**config.mk**
```make
export PLATFORM = sky130hd
export DESIGN_NAME = dot_product_accumulator
export DESIGN_NICKNAME = d
export VERILOG_FILES = /design/src/rtl/dot_product_accumulator.sv
export SDC_FILE = /design/constraint.sdc
export NUM_CORES = 1
export LEC_CHECK = 0
export CAP_MARGIN = 20
export CORE_ASPECT_RATIO = 1.1
export CORE_MARGIN = 2
export CORE_UTILIZATION = 40
export CTS_CLUSTER_DIAMETER = 150
export DETAILED_ROUTE_END_ITERATION = 10
export GPL_ROUTABILITY_DRIVEN = 0
export SKIP_CTS_REPAIR_TIMING = 1
export SYNTH_ARGS = -nofsm -noshare
export SYNTH_HDL_FRONTEND = slang
export SYNTH_SLANG_ARGS = --single-unit
```
**constraint.sdc**
```tcl
create_clock -name clk -period 8 [get_ports clk]
set_clock_uncertainty 0.1 [all_clocks]
set_input_delay 1.2 -clock clk [delete_from_list [all_inputs] [get_ports clk]]
set_output_delay 1.2 -clock clk [all_outputs]
set_load 0.1 [all_outputs]
```
**src/rtl/dot_product_accumulator.sv**
```systemverilog
// Sums a programmed number of multiplier products into one dot-product element
// and holds the result on a valid/ready handshake until the writer takes it.
module dot_product_accumulator #(
    parameter int LEN_W  = 4,
    parameter int PROD_W = 32,
    parameter int ACC_W  = PROD_W + LEN_W
) (
    input  logic              clk,
    input  logic              reset,
    input  logic              start,
    input  logic [LEN_W-1:0]  len,
    input  logic [PROD_W-1:0] prod,
    input  logic              prod_done,
    output logic [ACC_W-1:0]  acc_out,
    output logic              acc_valid,
    input  logic              acc_ready,
    output logic              busy,
    output logic              err
);

    typedef enum logic [1:0] {
        IDLE  = 2'd0,
        ACCUM = 2'd1,
        HOLD  = 2'd2
    } state_t;

    state_t             state, state_n;
    logic [ACC_W-1:0]   acc, acc_n;
    logic [LEN_W-1:0]   cnt, cnt_n;
    logic [ACC_W-1:0]   acc_out_n;
    logic               acc_valid_n;
    logic               err_n;
    logic [ACC_W-1:0]   sum;

    assign sum = acc + ACC_W'(prod);

    always_ff @(posedge clk or negedge reset) begin
        if (!reset) begin
            state     <= IDLE;
            acc       <= '0;
            cnt       <= '0;
            acc_out   <= '0;
            acc_valid <= 1'b0;
            busy      <= 1'b0;
            err       <= 1'b0;
        end else begin
            state     <= state_n;
            acc       <= acc_n;
            cnt       <= cnt_n;
            acc_out   <= acc_out_n;
            acc_valid <= acc_valid_n;
            busy      <= (state_n != IDLE);
            err       <= err_n;
        end
    end

    always_comb begin
        state_n     = state;
        acc_n       = acc;
        cnt_n       = cnt;
        acc_out_n   = acc_out;
        acc_valid_n = acc_valid;
        err_n       = err;

        unique case (state)
            IDLE: begin
                if (prod_done) begin
                    err_n = 1'b1;
                end
                if (start) begin
                    if (len != '0) begin
                        acc_n   = '0;
                        cnt_n   = len;
                        state_n = ACCUM;
                    end else begin
                        acc_out_n   = '0;
                        acc_valid_n = 1'b1;
                        state_n     = HOLD;
                    end
                end
            end

            ACCUM: begin
                if (prod_done) begin
                    acc_n = sum;
                    cnt_n = cnt - 1'b1;
                    if (cnt == LEN_W'(1)) begin
                        acc_out_n   = sum;
                        acc_valid_n = 1'b1;
                        state_n     = HOLD;
                    end
                end
            end

            HOLD: begin
                if (prod_done) begin
                    err_n = 1'b1;
                end
                // A start in the accepting cycle chains straight into the next sum
                if (acc_ready) begin
                    acc_valid_n = 1'b0;
                    state_n     = IDLE;
                    if (start) begin
                        if (len != '0) begin
                            acc_n   = '0;
                            cnt_n   = len;
                            state_n = ACCUM;
                        end else begin
                            acc_out_n   = '0;
                            acc_valid_n = 1'b1;
                            state_n     = HOLD;
                        end
                    end
                end
            end

            default: begin
                state_n = IDLE;
            end
        endcase
    end

endmodule
```
## Word-level counts from Yosys, hierarchy flattened

Index checks and enable logic that the tools add are counted.

- Register bits after elaboration: 81
- Bits of input ports: 41

- $add $sub $neg: 2
- Equal/unequal tests: 8
- Muxes and demuxes: 31
- Reductions and logical operators: 9

Operator list:

| cell | number |
|---|---|
| $mux 36 | 9 |
| $pmux 36 s3 | 2 |
| $add 36x32->36 | 1 |
| $mux 4 | 4 |
| $mux 2 | 6 |
| $pmux 4 s3 | 1 |
| $ne 2x2->1 const B | 5 |
| $mux 1 | 7 |
| $pmux 2 s3 | 1 |
| $reduce_and 6->1 | 1 |
| $eq 4x1->1 const B | 1 |
| $reduce_and 4->1 | 1 |
| $reduce_bool 4->1 | 1 |
| $sub 4x1->4 const B | 1 |
| $pmux 1 s3 | 1 |
| $reduce_and 3->1 | 1 |
| $reduce_bool 3->1 | 1 |
| $eq 2x1->1 const B | 1 |
| $eq 2x2->1 const B | 1 |
| $logic_not 2->1 | 1 |
| $reduce_and 2->1 | 1 |
| $reduce_bool 2->1 | 1 |
| $reduce_or 2->1 | 1 |

## Depth between registers and ports, before layout

Gate-level depths: netlist of run 1.

- Depth after elaboration: 6
- Gate-level depth with buffers: 10
- Depth with buffers taken out: 10

## Least setup slack after synthesis of run 1

OpenSTA, ideal clock, no wires.

- Kind: input port to flip-flop
- Start: input port prod[0]
- End: register acc[26]
- Setup time: 0.121 ns
- Arrival time: 3.427 ns
- Data required time: 7.779 ns
- Slack: 4.352 ns
- Stages on the path: 10
- Path buffers: 0
- Cell sequence: ha_1 fa_1 a211oi_2 o211ai_2 a21oi_2 o31ai_4 a211o_2 a31o_1 xor2_1 a22o_1

- Word-level cells in the longest chain between the ends: 3

RTL lines:

| item | line | RTL |
|---|---|---|
| start: declaration | 12 | `input logic [PROD_W-1:0] prod,` |
| $add 36x32->36 | 35 | `assign sum = acc + ACC_W'(prod);` |
| $mux 36 | 84 | `if (prod_done) begin` |
| $pmux 36 s3 | 65 | `unique case (state)` |
| end signal: assignment | 48 | `acc <= acc_n;` |
| end: declaration | 28 | `logic [ACC_W-1:0] acc, acc_n;` |

Every way passes these cells. The select of a mux whose other input is x is not followed.
A chain may end at the register's enable or synchronous reset.

## Final worst setup path of run 1

Same ends and word-level chain as after synthesis.

==> qor.yml, run 1 <==
clock_tree:
  cts_tree: "yes"
  root_buffer: "clkbuf_16"
  cts.sinks: 81
  cts-buffers-inserted: 9
  clockBufferDepth: 2
  cts-htree-levels: 3
  insertion_delay_ns: 0.36
  clk_pin_slew_ns: 0.07
worst_setup_path:
  cp_max_fo: 4
  slowest_stage: "fa_1"
  cp.arrival_ns: 4.07
  path_cells: "clkdlybuf4s50_1 -> ha_1 -> fa_1 -> a211oi_2 -> o211ai_2 -> a21oi_2 -> o31ai_4 -> a211o_2 -> a31o_1 -> xor2_1 -> a22o_1"
  cp.required_ns: 8.14
  worst_setup_path_end_kind: "flop"
  startpoint_type: "primary input"
  slowest_delay_ns: 0.44
  critPathBufInv: 1
  critPathTopFamily: "compound AO/OA/AOI/OAI gates"
  criticalPathCategory: "primary input to flop"
sta:
  fin_setup_tns_ns: 0
  hold_ws_ns: 0.3576
  maxSlewHeadroom_pct: 32.95
  final_max_slew_viol_count: 0
  worst_slew_pin_slew_ns: 1.003
  fin_crit_sh_pct: 49.09
  finalCriticalPeriod_ns: 3.927
  fmax_mhz: 254.6
  setup_viol_count_final: 0
  rsz0062_at_grt: "no"
  hold_viol: 0
floorplan:
  die_height_um: 120.8
  dieArea_um2: 13310
  row_count: 42
  ioPinCount: 80
  core_region_area_um2: 12090
  die_w_um: 110.2
  start_util_pct: 41.06
synthesis:
  synth_area_um2: 4962
  yosys.area.top_type: "dfrtp_1"
  synthTopCellsByArea: "dfrtp_1 41%, ha_1 8.6%, nand2_1 5.8%"
  syn_avg_cell_area_um2: 9.363
  yosysSeqAreaShare_pct: 40.85
  synth_xor_area_share_pct: 4.413
  synth_edf_count: 0
  synthCells: 530
  synth.most_common_cell: "dfrtp_1"
  synth_simple_gate_area_share_pct: 15.00
  ys.flop_type: "dfrtp_1"
  synth_async_sr_flop_share_pct: 100.0
  yosys-top-cells-count: "81 x dfrtp_1, 77 x nand2_1, 49 x o21ai_0"
  synth.distinct_cells: 64
  ys_ff_latch: 81
  synth_compound_area_share_pct: 28.19
  muxShareOfSynthArea_pct: 0
  synth_top_family_by_area: "compound AO/OA/AOI/OAI gates"
  syn-num-nets: 606
  yosys_warnings: 0
  synth_adder_area_share_pct: 8.976
  yosysTopAreaCellShare_pct: 40.85
status:
  status: "finished clean"
placed_design:
  dp.cells: 744
  hpwl_um: 9153
  numPortBuffers: 79
global_route:
  overflow: 0
  grt_usage_pct: 20.56
  antenna_found_initial: 0
  grt_first_pass_wirelength_um: 21050
  first_global_vias: 4254
  grt_max_degree: 82
route:
  num_vias: 4319
  drc: 0
  drt_iter0_drc: 217
  wl_per_cell_um: 16.86
  first_pass_iters: 4
  top_layer: "met4"
  dr_wl_met3_um: 694
  wl_met1_um: 5874
  wirelength_um: 12850
  post_drt_via_cell_ratio: 5.668
  dr_wl_met2_um: 5972
  ant_nets: 0
finish:
  num_antenna_cells: 0
  fillers: 1139
  instances_no_fill: 762
  synthToLayoutAreaGrowth_pct: 26.30
  fin_nets: 679
  drive_gt1_share_pct: 7.072
min_path:
  holdCritPathClass: "flop to flop"
run:
  cap_violations: 0
-- sequential cells by signal (all words and copies together), names as in the netlist --
name and count:
err 1, state 2, acc_out 36, cnt 4
acc_valid 1, acc 36, busy 1
-- stage by stage --
stage / cell area (um2) / util (%) / worst slack [ns]
2_1_floorplan: 4962 / - / 4.352
3_3_place_gp: 5901 / 48.82 / 3.761
3_5_place_dp: 5901 / 48.82 / 3.726
4_1_cts: 6220 / 51.46 / 4.093
5_1_grt: 6267 / 51.85 / 3.925
6_report: 6267 / 51.85 / 4.073
-- final cells by class --
type,count,area [um2],area share [%]
Sequential cell,81,2027,32.34
Clock inverter,7,93.84,1.497
Multi-Input combinational cell,416,2829,45.14
Clock buffer,9,225.2,3.594
Tap cell,154,192.7,3.074
Inverter,11,41.29,0.6588
Timing Repair Buffer,84,858.3,13.70
-- metal layers --
layer / up-vias / track usage [%]
met2: 126 / 31.25
li1: 2103 / -
met3: 25 / 6.253
met1: 2065 / 27.60
met4: 0 / 7.266
met5: - / 0
-- logic make-up after synthesis --
kind of cell	Yosys count
AO/OA/AOI/OAI	201
XOR/XNOR	25
adder cells (fa/ha/maj)	35
buffers and inverters	33
flip-flops	81
AND/OR/NAND/NOR	155
-- worst paths after layout --
check	slack, ns	cells past startpoint	from	endpoint
max in group asynchronous	6.53	2	reset	acc_out[33]$_DFFE_PN0P_
worst max register to register	4.95	10	acc[0]$_DFFE_PN0P_	acc[26]$_DFFE_PN0P_
worst max-delay path	4.07	11	prod[0]	acc[26]$_DFFE_PN0P_
min in group asynchronous	0.66	1	reset	acc_out[19]$_DFFE_PN0P_
worst min-delay path	0.36	1	err$_DFFE_PN0P_	err$_DFFE_PN0P_
worst min register to register	0.36	1	err$_DFFE_PN0P_	err$_DFFE_PN0P_
-- worst register-to-register path: stages (launching register included) --
cell,delay [ns]
dfrtp_1,0.38
ha_1,0.21
fa_1,0.44
a211oi_2,0.26
o211ai_2,0.13
a21oi_2,0.29
o31ai_4,0.13
a211o_2,0.38
a31o_1,0.24
xor2_1,0.16
a22o_1,0.22
-- cells in the final DEF, fill, tap and decap left out, types with 9 or more instances in the layout --
cell type	n
dfrtp_1	81
clkdlybuf4s50_1	78
nand2_1	77
o21ai_0	49
a21oi_1	39
ha_1	34
a21o_1	25
a22o_1	21
nor2_1	18
xnor2_1	13
nand3_1	12
xor2_1	12
inv_1	11
clkbuf_16	9
Power of run 1 is not shown: default switching activity piles up to over one toggle a cycle in this logic, so the estimate is an artifact.
==> inputs of run 2 (changes only) <==
==> constraint.sdc (replaced) <==
create_clock -name clk -period 3.7 [get_ports clk]
set_clock_uncertainty 0.1 [all_clocks]
set_input_delay 0.555 -clock clk [delete_from_list [all_inputs] [get_ports clk]]
set_output_delay 0.555 -clock clk [all_outputs]
set_load 0.1 [all_outputs]
==> run 2 against run 1 <==
Via count down 0.49%. Hold slack worse by 0.35 ns. Critical endpoint unchanged. Register-to-register slack worse by 4.2 ns.
==> qor.yml, run 2 (synthesis results as in run 1) <==
status:
  status: "finished clean"
sta:
  fin_setup_tns_ns: 0
  maxSlewHeadroom_pct: 32.94
  fmax_mhz: 311.9
  worst_slew_pin_slew_ns: 1.003
  finalCriticalPeriod_ns: 3.206
  final_max_slew_viol_count: 0
  setup_viol_count_final: 0
  fin_crit_sh_pct: 86.65
  rsz0062_at_grt: "no"
  hold_viol: 0
worst_setup_path:
  cp.required_ns: 3.84
  cp_max_fo: 4
  path_cells: "clkdlybuf4s50_1 -> ha_1 -> fa_1 -> a211oi_2 -> o211ai_2 -> a21oi_2 -> o31ai_4 -> a211o_2 -> a31o_1 -> xor2_1 -> a22o_1"
  startpoint_type: "primary input"
  ff2ff_setup_slack_ns: 0.75
  reg2reg_to: "acc[26]$_DFFE_PN0P_"
  rr_worst_depth: 10
  critPathTopFamily: "compound AO/OA/AOI/OAI gates"
  worstReg2RegStart: "acc[0]$_DFFE_PN0P_"
  slowest_delay_ns: 0.44
  criticalPathCategory: "primary input to flop"
  cp.arrival_ns: 3.34
  slowest_stage: "fa_1"
  critPathBufInv: 1
  worst_setup_path_end_kind: "flop"
global_route:
  first_global_vias: 4301
  overflow: 0
  grt_max_degree: 80
  antenna_found_initial: 0
  grt_first_pass_wirelength_um: 21090
  grt_usage_pct: 20.39
placed_design:
  numPortBuffers: 79
  hpwl_um: 9426
route:
  post_drt_via_cell_ratio: 5.582
  num_vias: 4298
  ant_nets: 0
  wirelength_um: 12870
  first_pass_iters: 4
  drc: 0
  wl_per_cell_um: 16.71
  drt_iter0_drc: 242
finish:
  final_cell_mix: "81 x dfrtp_1, 78 x clkdlybuf4s50_1, 77 x nand2_1"
  final_common_cell: "dfrtp_1"
  num_antenna_cells: 0
  synthToLayoutAreaGrowth_pct: 27.74
  reg_top3: "acc: 36 flops, acc_out: 36 flops, cnt: 4 flops"
  fin_nets: 687
  fillers: 1141
  drive_gt1_share_pct: 8.279
clock_tree:
  cts-buffers-inserted: 9
  root_buffer: "clkbuf_16"
  cts.sinks: 81
  cts-htree-levels: 3
  cts_tree: "yes"
  insertion_delay_ns: 0.35
  clockBufferDepth: 2
  clk_pin_slew_ns: 0.06
floorplan:
  ioPinCount: 80
  row_count: 42
  start_util_pct: 41.06
  die_w_um: 110.2
  dieArea_um2: 13310
  die_height_um: 120.8
  core_region_area_um2: 12090
run:
  cap_violations: 0
min_path:
  holdCritPathClass: "primary input to asynchronous set/reset pin"
run 2: cell count changes in the layout (fill, tap and decap cells not counted), sizes merged:
cell      change
buf           +8
clkinvlp      -1
clkbuf        +2
inv           -1
run 2: worst reg2reg max path: stages, from the launching register on:
cell	delay [ns]
dfrtp_1	0.38
ha_1	0.21
fa_1	0.44
a211oi_2	0.26
o211ai_2	0.13
a21oi_2	0.23
o31ai_4	0.11
a211o_2	0.38
a31o_1	0.25
xor2_1	0.15
a22o_1	0.21
run 2: final cells by class:
cell class                 instances  area (um2)  share of cell area, %
sequential                        81        2027                  31.98
timing repair buffer              92       918.4                  14.49
multi-input combinational        416        2829                  44.63
tap                              154       192.7                  3.040
clock inverter                     5       77.57                  1.224
clock buffer                      11       252.7                  3.987
inverter                          11       41.29                 0.6514
run 2: worst max path at each step:
stage | startpoint | to | cells past startpoint
final | prod[0] | acc[26]$_DFFE_PN0P_ | 11
after global routing | prod[15] | acc[35]$_DFFE_PN0P_ | 10
after CTS | prod[0] | acc[26]$_DFFE_PN0P_ | 11
after detailed placement | prod[0] | acc[26]$_DFFE_PN0P_ | 11
after global placement | prod[0] | acc[26]$_DFFE_PN0P_ | 11
after floorplan | prod[0] | acc[26]$_DFFE_PN0P_ | 10
run 2: stage by stage:
stage / util, % / worst slack (ns) / cells / instance area (um2) / hold slack, ns
3_3_place_gp: 49.48 / 0.1615 / 753 / 5981 / 0.3446
4_1_cts: 52.22 / 0.4980 / 769 / 6311 / 0.3272
6_report: 52.44 / 0.4941 / 770 / 6339 / 0.007054
3_5_place_dp: 49.48 / 0.1357 / 753 / 5981 / 0.3431
5_1_grt: 52.44 / 0.3373 / 770 / 6339 / 0.02498
2_1_floorplan: - / 0.6972 / 530 / 4962 / 0.1594
run 2: layer usage:
| layer | track usage [%] | part of all wire (%) |
|---|---|---|
| met1 | 27.38 | 47 |
| met2 | 32.09 | 47 |
| met3 | 3.720 | 3.6 |
| met4 | 8.594 | 2.1 |
| met5 | 0 | 0 |
Power of run 2 is left out for the same reason.
